`src/rtl/memory_scan_controller_pkg.sv`:
```
// ---------------------------------------------------------------------------
// memory_scan_controller_pkg
//
// Purpose:
//   Shared definitions for the memory bank scan controller: chain geometry
//   and the controller state encoding. Imported by the controller top and by
//   its byte serialiser/deserialiser.
//
// Contents:
//   SCAN_CHAIN_LEN   total number of scan bits (31 memory bytes, 1 button
//                    bit, 7 LED bits)
//   SCAN_BYTE_WIDTH  width of one stream byte
//   SCAN_BYTES       number of stream bytes per full session
//   scan_state_t     controller FSM state encoding
// ---------------------------------------------------------------------------
package memory_scan_controller_pkg;

    localparam int SCAN_CHAIN_LEN  = 256;
    localparam int SCAN_BYTE_WIDTH = 8;
    localparam int SCAN_BYTES      = SCAN_CHAIN_LEN / SCAN_BYTE_WIDTH;

    // IDLE    : no session, CPU free to run
    // WAIT_IN : session open, waiting for the next input byte
    // SHIFT   : serialising the current byte into the chain
    // FINISH  : all bits shifted, draining the last captured byte
    typedef enum logic [1:0] {
        IDLE    = 2'd0,
        WAIT_IN = 2'd1,
        SHIFT   = 2'd2,
        FINISH  = 2'd3
    } scan_state_t;

endpackage

```
`src/rtl/memory_scan_controller_serdes.sv`:
```
// ---------------------------------------------------------------------------
// scan_byte_serdes
//
// Purpose:
//   Byte-wide serialiser/deserialiser for the scan chain. Holds the transmit
//   shift register (MSB drives scan_in), the receive shift register (fills
//   from the LSB with the bit leaving the chain) and the bit counter that
//   marks the last bit of each byte.
//
// Ports:
//   clk        in   clock, rising edge
//   rst        in   asynchronous reset, active low
//   load       in   load load_data into tx and restart the bit counter
//   load_data  in   byte to serialise, MSB first
//   shift      in   chain shifts on this edge (same as the bank scan_enable)
//   scan_out   in   bit currently at the chain output
//   scan_in    out  bit presented to the chain input (tx MSB, registered)
//   rx_next    out  receive byte including the bit sampled on this edge
//   last_bit   out  the current bit is the 8th bit of the byte
// ---------------------------------------------------------------------------
module scan_byte_serdes
    import memory_scan_controller_pkg::*;
#(
    parameter int BYTE_WIDTH = SCAN_BYTE_WIDTH
) (
    input  logic                  clk,
    input  logic                  rst,
    input  logic                  load,
    input  logic [BYTE_WIDTH-1:0] load_data,
    input  logic                  shift,
    input  logic                  scan_out,
    output logic                  scan_in,
    output logic [BYTE_WIDTH-1:0] rx_next,
    output logic                  last_bit
);

    localparam int BIT_CNT_WIDTH = $clog2(BYTE_WIDTH);

    logic [BYTE_WIDTH-1:0]    tx;
    logic [BYTE_WIDTH-1:0]    rx;
    logic [BIT_CNT_WIDTH-1:0] bit_cnt;

    assign scan_in  = tx[BYTE_WIDTH-1];
    assign rx_next  = {rx[BYTE_WIDTH-2:0], scan_out};
    assign last_bit = (bit_cnt == '0);

    // Transmit register. A load wins over a shift so that the next byte can be
    // accepted on the very edge that shifts out the last bit of the current
    // one; the chain has already sampled the old MSB on that edge.
    always_ff @(posedge clk or negedge rst) begin
        if (!rst) begin
            tx <= '0;
        end else if (load) begin
            tx <= load_data;
        end else if (shift) begin
            tx <= {tx[BYTE_WIDTH-2:0], 1'b0};
        end
    end

    // Receive register. Every chain shift samples the bit leaving the chain
    // before it moves, so after eight shifts the first bit out sits in the MSB.
    always_ff @(posedge clk or negedge rst) begin
        if (!rst) begin
            rx <= '0;
        end else if (shift) begin
            rx <= rx_next;
        end
    end

    // Bit counter. Counts down from 7 to 0 and parks at 0 between bytes, so
    // last_bit is also the "no byte in flight" indication used for stalls.
    always_ff @(posedge clk or negedge rst) begin
        if (!rst) begin
            bit_cnt <= '0;
        end else if (load) begin
            bit_cnt <= BIT_CNT_WIDTH'(BYTE_WIDTH - 1);
        end else if (shift && !last_bit) begin
            bit_cnt <= bit_cnt - BIT_CNT_WIDTH'(1);
        end
    end

endmodule

```
`src/rtl/memory_scan_controller.sv`:
```
// ---------------------------------------------------------------------------
// memory_scan_controller
//
// Purpose:
//   Runs one load/readback session over the memory bank scan chain. A byte
//   stream arriving on the in_* handshake is shifted serially into the chain
//   (stream bit 0 enters first) while the bits falling out of the chain are
//   packed into bytes and returned on the out_* handshake. The CPU is held
//   for as long as busy is high.
//
// Ports:
//   clk          in   clock, rising edge
//   rst          in   asynchronous reset, active low
//   start        in   one-cycle pulse that opens a session (ignored if busy)
//   abort        in   synchronous cancel of the running session
//   in_data      in   byte to shift in, MSB first
//   in_valid     in   in_data is valid
//   in_ready     out  controller takes in_data this cycle
//   out_data     out  captured byte, MSB = first bit out of the chain
//   out_valid    out  out_data is valid (held until out_ready)
//   out_ready    in   consumer takes out_data
//   scan_enable  out  bank scan_enable
//   scan_in      out  bank scan_in
//   scan_out     in   bank scan_out
//   busy         out  session active, CPU must stall
//   done         out  one-cycle pulse when a session completes
// ---------------------------------------------------------------------------
module memory_scan_controller
    import memory_scan_controller_pkg::*;
#(
    parameter int CHAIN_LEN      = SCAN_CHAIN_LEN,
    parameter int BYTE_WIDTH     = SCAN_BYTE_WIDTH,
    parameter int BYTE_CNT_WIDTH = 6
) (
    input  logic                  clk,
    input  logic                  rst,
    input  logic                  start,
    input  logic                  abort,
    input  logic [BYTE_WIDTH-1:0] in_data,
    input  logic                  in_valid,
    output logic                  in_ready,
    output logic [BYTE_WIDTH-1:0] out_data,
    output logic                  out_valid,
    input  logic                  out_ready,
    output logic                  scan_enable,
    output logic                  scan_in,
    input  logic                  scan_out,
    output logic                  busy,
    output logic                  done
);

    localparam int NUM_BYTES = CHAIN_LEN / BYTE_WIDTH;
    localparam logic [BYTE_CNT_WIDTH-1:0] LAST_BYTE = BYTE_CNT_WIDTH'(NUM_BYTES - 1);

    scan_state_t state;
    scan_state_t state_next;

    logic [BYTE_CNT_WIDTH-1:0] byte_cnt;
    logic [BYTE_WIDTH-1:0]     rx_next;
    logic                      last_bit;
    logic                      last_byte;
    logic                      stall;
    logic                      load_byte;
    logic                      capture;

    // The 8th bit may only shift when the holding register can take the new
    // byte; otherwise the chain freezes on that bit until the consumer drains
    // out_data. This makes scan_enable combinational in out_ready.
    assign stall     = last_bit && out_valid && !out_ready;
    assign last_byte = (byte_cnt == LAST_BYTE);
    assign load_byte = in_valid && in_ready;
    assign capture   = scan_enable && last_bit;

    scan_byte_serdes #(
        .BYTE_WIDTH (BYTE_WIDTH)
    ) u_serdes (
        .clk       (clk),
        .rst       (rst),
        .load      (load_byte),
        .load_data (in_data),
        .shift     (scan_enable),
        .scan_out  (scan_out),
        .scan_in   (scan_in),
        .rx_next   (rx_next),
        .last_bit  (last_bit)
    );

    // State register.
    always_ff @(posedge clk or negedge rst) begin
        if (!rst) begin
            state <= IDLE;
        end else begin
            state <= state_next;
        end
    end

    // Next-state and handshake decode. abort beats everything, including a
    // start seen in the same cycle, and kills scan_enable straight away so the
    // chain does not move on the cancelling edge. In SHIFT the next byte is
    // offered in_ready on the 8th shift so a continuous stream runs with no
    // idle cycle between bytes.
    always_comb begin
        state_next  = state;
        in_ready    = 1'b0;
        scan_enable = 1'b0;
        busy        = 1'b0;
        done        = 1'b0;

        case (state)
            IDLE: begin
                if (start && !abort) begin
                    state_next = WAIT_IN;
                end
            end

            WAIT_IN: begin
                busy = 1'b1;
                if (abort) begin
                    state_next = IDLE;
                end else begin
                    in_ready = !out_valid || out_ready;
                    if (in_valid && in_ready) begin
                        state_next = SHIFT;
                    end
                end
            end

            SHIFT: begin
                busy = 1'b1;
                if (abort) begin
                    state_next = IDLE;
                end else begin
                    scan_enable = !stall;
                    if (scan_enable && last_bit) begin
                        if (last_byte) begin
                            state_next = FINISH;
                        end else begin
                            in_ready = 1'b1;
                            if (!in_valid) begin
                                state_next = WAIT_IN;
                            end
                        end
                    end
                end
            end

            FINISH: begin
                busy = 1'b1;
                if (abort) begin
                    state_next = IDLE;
                end else if (!out_valid) begin
                    done       = 1'b1;
                    state_next = IDLE;
                end
            end

            default: begin
                state_next = IDLE;
            end
        endcase
    end

    // Byte counter. Held at zero while idle so every session starts from the
    // first byte; counts each completed byte as it is captured.
    always_ff @(posedge clk or negedge rst) begin
        if (!rst) begin
            byte_cnt <= '0;
        end else if (state == IDLE) begin
            byte_cnt <= '0;
        end else if (capture) begin
            byte_cnt <= byte_cnt + BYTE_CNT_WIDTH'(1);
        end
    end

    // Output holding register. A capture always lands here because the stall
    // guarantees the slot is empty or being drained on that same edge; a
    // drain without a capture empties it. An abort discards whatever is held.
    always_ff @(posedge clk or negedge rst) begin
        if (!rst) begin
            out_valid <= 1'b0;
            out_data  <= '0;
        end else if (abort && busy) begin
            out_valid <= 1'b0;
        end else if (capture) begin
            out_valid <= 1'b1;
            out_data  <= rx_next;
        end else if (out_valid && out_ready) begin
            out_valid <= 1'b0;
        end
    end

endmodule

```
`config.mk`:
```
export PLATFORM = sky130hd
export DESIGN_NAME = memory_scan_controller
export DESIGN_NICKNAME = d
export VERILOG_FILES = /design/src/rtl/memory_scan_controller_pkg.sv /design/src/rtl/memory_scan_controller_serdes.sv /design/src/rtl/memory_scan_controller.sv
export SDC_FILE = /design/constraint.sdc
export NUM_CORES = 1
export LEC_CHECK = 0
export BUFFER_PORTS_ARGS = -buffer_cell sky130_fd_sc_hd__buf_2
export CORE_UTILIZATION = 40
export DETAILED_ROUTE_END_ITERATION = 10
export PLACE_DENSITY_LB_ADDON = 0.08
export SKIP_LAST_GASP = 1
export SLEW_MARGIN = 20
export SYNTH_ARGS = -nofsm -noshare
export SYNTH_HDL_FRONTEND = slang
export SYNTH_SLANG_ARGS = --single-unit
```
`constraint.sdc`:
```
create_clock -name clk -period 3.6 [get_ports clk]
set_input_delay 0 -clock clk [delete_from_list [all_inputs] [get_ports clk]]
set_output_delay 0 -clock clk [all_outputs]
set_load 0.03 [all_outputs]
```
; ---- Word level (Yosys, flattened, before mapping)
; Cells that the tools add are included.
[classes]
add_sub_neg = 2
eq_ne = 9
muxes = 30
bitwise_logic = 1
reduce_logical = 25
[ops]
columns = op, n
row1 = $mux W2, 9
row2 = $mux W8, 2
row3 = $mux W1, 13
row4 = $mux W6, 2
row5 = $logic_and A1 B1 Y1, 10
row6 = $ne A3 B3 Y1 const B, 3
row7 = $pmux W2 S4, 1
row8 = $add A6 B1 Y6 const B, 1
row9 = $eq A6 B5 Y1 const B, 1
row10 = $mux W3, 2
row11 = $reduce_bool A2 Y1, 3
row12 = $logic_not A1 Y1, 5
row13 = $reduce_and A5 Y1, 1
row14 = $eq A2 B2 Y1 const B, 2
row15 = $ne A4 B4 Y1 const B, 1
row16 = $logic_not A3 Y1, 1
row17 = $reduce_bool A3 Y1, 1
row18 = $reduce_or A3 Y1, 1
row19 = $sub A3 B1 Y3 const B, 1
row20 = $eq A2 B1 Y1 const B, 1
row21 = $logic_not A2 Y1, 1
row22 = $ne A2 B2 Y1 const B, 1
row23 = $pmux W1 S2, 1
row24 = $reduce_and A2 Y1, 1
row25 = 2 further kinds, 2
[word_totals]
register_bits = 35
inputBits = 15
output_inout_bits = 14
word_cells = 74

; ---- Longest topological paths before layout
[logic_depth]
ltp_word = 10
depth_mapped = 8
mapped_depth_nobuf = 6

; ---- By module
; Synthesis repeated with hierarchy kept, for this count alone.
[hier_totals]
cells_unflattened = 153
hier_area_um2 = 1773.0
[modules_own_cells]
columns = mod, instances, cells_per_inst, area_per_inst_um2
row1 = memory_scan_controller, 1, 87, 950.9
row2 = scan_byte_serdes, 1, 66, 822.0

; ---- Worst setup path after synthesis
; Ideal clock, no wire load.
[synth_path]
kind = reg2reg
start = reg state[0]
end = reg u_serdes.tx[7]
setup_ns = 0.125
t_arrival_ns = 2.031
required_ns = 3.475
path_slack_ns = 1.444
path_stages_with_launch = 9
period_less_slack_ns = 2.156
path_cell_list = dfrtp_1 inv_1 ha_1 nand2b_1 buf_6 a31oi_2 buf_4 mux2_2 mux2_2
[synth_lines]
columns = item, line_no
row1 = "start, declared", memory_scan_controller.sv:55  ; scan_state_t state;
row2 = "start signal, assigned", memory_scan_controller.sv:93  ; state <= state_next;
row3 = $eq A2 B2 Y1, memory_scan_controller.sv:109  ; case (state)
row4 = $mux W1, memory_scan_controller.sv:109
row5 = net scan_enable, memory_scan_controller.sv:45  ; output logic scan_enable,
row6 = $reduce_bool A2 Y1 (no line), n/a
row7 = "end signal, assigned", memory_scan_controller_serdes.sv:54  ; tx <= load_data;
row8 = "end signal, assigned", memory_scan_controller_serdes.sv:56  ; tx <= {tx[BYTE_WIDTH-2:0], 1'b0};
row9 = "end, declared", memory_scan_controller_serdes.sv:39  ; logic [BYTE_WIDTH-1:0] tx;
; The timed path passes the listed nets, and every way through them passes these cells.
; A chain may end at the register's enable or synchronous reset.

; ---- Worst setup path after layout
[layout_path]
start = reg state[0]
end = reg u_serdes.tx[5]
[layout_between]
elab_chain_len = 4
[layout_lines]
columns = item, line_no
row1 = $eq A2 B2 Y1 / $eq A2 B1 Y1 (equally long branches), memory_scan_controller.sv:109
row2 = $pmux W1 S2, memory_scan_controller.sv:109
row3 = $logic_and A1 B1 Y1, memory_scan_controller.sv:71  ; assign load_byte = in_valid && in_ready;
row4 = $mux W8 / $reduce_bool A2 Y1 (equally long branches), n/a
; Several ways; a longest one is shown, not always the timed one.

==> metrics.csv <==
metric,value,unit
slew_viol_final,0,
seq_area,876,um2
ir_drop,0.282,mV
grt_usage,16.9,%
insertion_delay,280,ps
rr_endpoint,u_serdes.tx[5]$_DFFE_PN0P_,
routedWlPerCell,13.2,um
start_kind,flip-flop,
avgSynthCellArea,10.6,um2
required,3770,ps
clk_pin_slew,70,ps
fp.dieH,68.5,um
multi_input_area,821,um2
leakagePower,1.04,nW
grt_pass1_vias,1219,
criticalPathCategory,flip-flop to flip-flop,
cts_htree_levels,2,
drt_iter0_drc,77,
power_density,578,nW/um2
antenna_found_initial,0,
power.total,1.23,mW
top_layer_used,met4,
wl_met2,1560,um
via_per_inst,5.06,
reg2reg_depth,6,
finalHoldViolCount,0,
io_buffers,28,
netlist_instances,167,
crit_slowest_cell,a31oi_2,
r2r_setup_slack,1030,ps
core,4120,um2
postCtsSetupRepairBufs,0,
initial_utilization,43.0,%
cts_tree,done,
met3WireLength,115,um
root_buffer,clkbuf_8,
cts_buffer_depth,2,
worst-path-buf-inv,1,
post-route-drc-count,0,
area_growth,20.0,%
r2r_start,state[0]$_DFFE_PN0P_,
clock_sinks,35,
crit_family,compound AO/OA/AOI/OAI gates,
rsz0062_at_grt,false,
crit_path_end_kind,flip-flop,
vias,1300,
detailed_place.area,1940,um2
numCtsBuffers,5,
synth_edf_count,0,
holdCritPathClass,input port to flip-flop,
synth_top_flop_cell,dfrtp_1,
fp.dieW,68.5,um
yosys_warnings,0,
whs,108,ps
slew_headroom,36.9,%
final_nets,228,
grt_pass1_wl,5660,um
cp_common_cell,mux2_2,
netlist_area,1770,um2
fmax,389,MHz
wl_met1,1670,um
yosysUniqueCellTypes,37,
crit_end,u_serdes.tx[5]$_DFFE_PN0P_,
final_cell_area,2120,um2
fin_crit,2570,ps
ios,29,
grt-ovfl-total,0,
routabilityCongestion,0.879,
dieArea,4690,um2
maxCapViolCount,0,
nFillCells,414,
ant_nets,0,
synth-seq-area-share,49.5,%
drive_above_1_share,30.0,%
diodes,0,
post-route-period-util,71.5,%
slowest_delay,810,ps
synth_fp_nets,189,
row_count,23,
dp_hpwl,2390,um
path_max_fanout,16,
finalSetupTns,0,ps
finalClockSkew,4.92,ps
post_cts_resized,0,
first_pass_iters,4,
tightestPinTransition,944,ps
ys_seq_elements,35,
cp.arrival,2750,ps
crit_chain,inv_1 > ha_1 > nand2b_1 > a31oi_2 > mux2_2 > mux2_2,
synth-async-reset-ratio,100,%
cp-startpoint,state[0]$_DFFE_PN0P_,
setup_viol,0,
status,completed,
worst-path-stages,6,
routed_wl,3390,um
grt_max_degree,36,
timing repair:
item,CTS,global route
hold endpoints to repair,45,0
hold buffers,10,0
endpoints found under the setup margin,0,0
Yosys cell counts, drive strengths merged, types with 2 or more instances:
master,instances,area (um2)
dfrtp,35,876
xnor2,5,43.8
mux2,22,248
nor3,2,15.0
buf,5,33.8
nand4,2,12.5
clkbuf,2,7.51
o32ai,2,17.5
nor4,3,18.8
ha,7,87.6
nand2,36,135
nor2,7,26.3
a31oi,3,25.0
a21oi,2,10.0
nand3,3,15.0
o21ai,2,10.0
or3,3,23.8
nand2b,3,18.8
inv,8,30.0
nor2b,3,18.8
worst min path at each step:
| stage | slack, ps | depth (start not counted) | from | end |
|---|---|---|---|---|
| 6_report | 110 | 4 | abort | out_valid$_DFFE_PN0P_ |
| 5_1_grt | 140 | 4 | abort | state[1]$_DFFE_PN0P_ |
| 4_1_cts | 100 | 4 | abort | out_valid$_DFFE_PN0P_ |
| 2_1_floorplan | -300 | 0 | rst | byte_cnt[0]$_DFFE_PN0P_ |
| 3_5_place_dp | 130 | 1 | rst | state[1]$_DFFE_PN0P_ |
| 3_3_place_gp | 120 | 1 | rst | state[1]$_DFFE_PN0P_ |
routing by layer:
layer  GRT usage (%)  vias to the layer above
met5               0                        -
met4            7.81                        0
met3            4.00                        4
met2            26.5                       18
met1            22.0                      627
li1                -                      651
cell usage in the layout (no fill, tap or decap), types with 2 or more instances in the layout:
master and instances:
a21oi_1 2, a31oi_1 2, buf_2 28, clkbuf_8 5
dfrtp_1 35, dlygate4sd3_1 10, ha_1 7, inv_1 8
mux2_2 22, nand2_1 36, nand2b_1 3, nand3_1 3
nand4_1 2, nor2_1 7, nor2b_1 3, nor4_1 3
o21ai_0 2, o32ai_1 2, or3_1 2, xnor2_1 5
worst reg2reg max path, delay by kind of cell (launching register included):
kind / cells / cell delay (ps)
multiplexers: 2 / 690
AND/OR/NAND/NOR: 1 / 230
adder cells (fa/ha/maj): 1 / 210
flip-flops: 1 / 410
buffers and inverters: 1 / 110
AO/OA/AOI/OAI: 1 / 810
power by group:
| group | internal (mW) | total [mW] | switching, mW |
|---|---|---|---|
| Combinational | 0.192 | 0.401 | 0.209 |
| Sequential | 0.491 | 0.549 | 0.0581 |
| Clock | 0.135 | 0.278 | 0.143 |
| Total | 0.818 | 1.23 | 0.409 |
logic make-up after synthesis:
logic type	count (synthesis)	synth area share, %
compound gates	16	6.79
fa+ha+maj	7	4.95
flops	35	49.5
simple gates	67	18.2
buf+inv	15	4.03
xor+xnor	5	2.48
mux	22	14.0
metrics by stage:
stage	worst slack [ps]	utilization (%)	std cells
floorplan	1440	-	167
global route	816	51.6	257
detailed placement	1030	47.1	239
CTS	1000	51.6	257
global placement	1140	47.1	239
finish	1030	51.6	257
flip-flops by register name (all words and copies together), names as in the netlist:
signal and count:
state 2, out_data 8, byte_cnt 6, u_serdes.rx 7, u_serdes.bit_cnt 3, out_valid 1, u_serdes.tx 8
cell type report:
class / instances / area share, %
well taps: 50 / 2.95
flip-flops and latches: 35 / 41.3
repair buffers: 39 / 11.7
clock buffers: 6 / 3.42
clock inverters: 2 / 0.590
multi-input cells: 117 / 38.7
inverters: 8 / 1.42
Power figures use the tool's default switching activity.
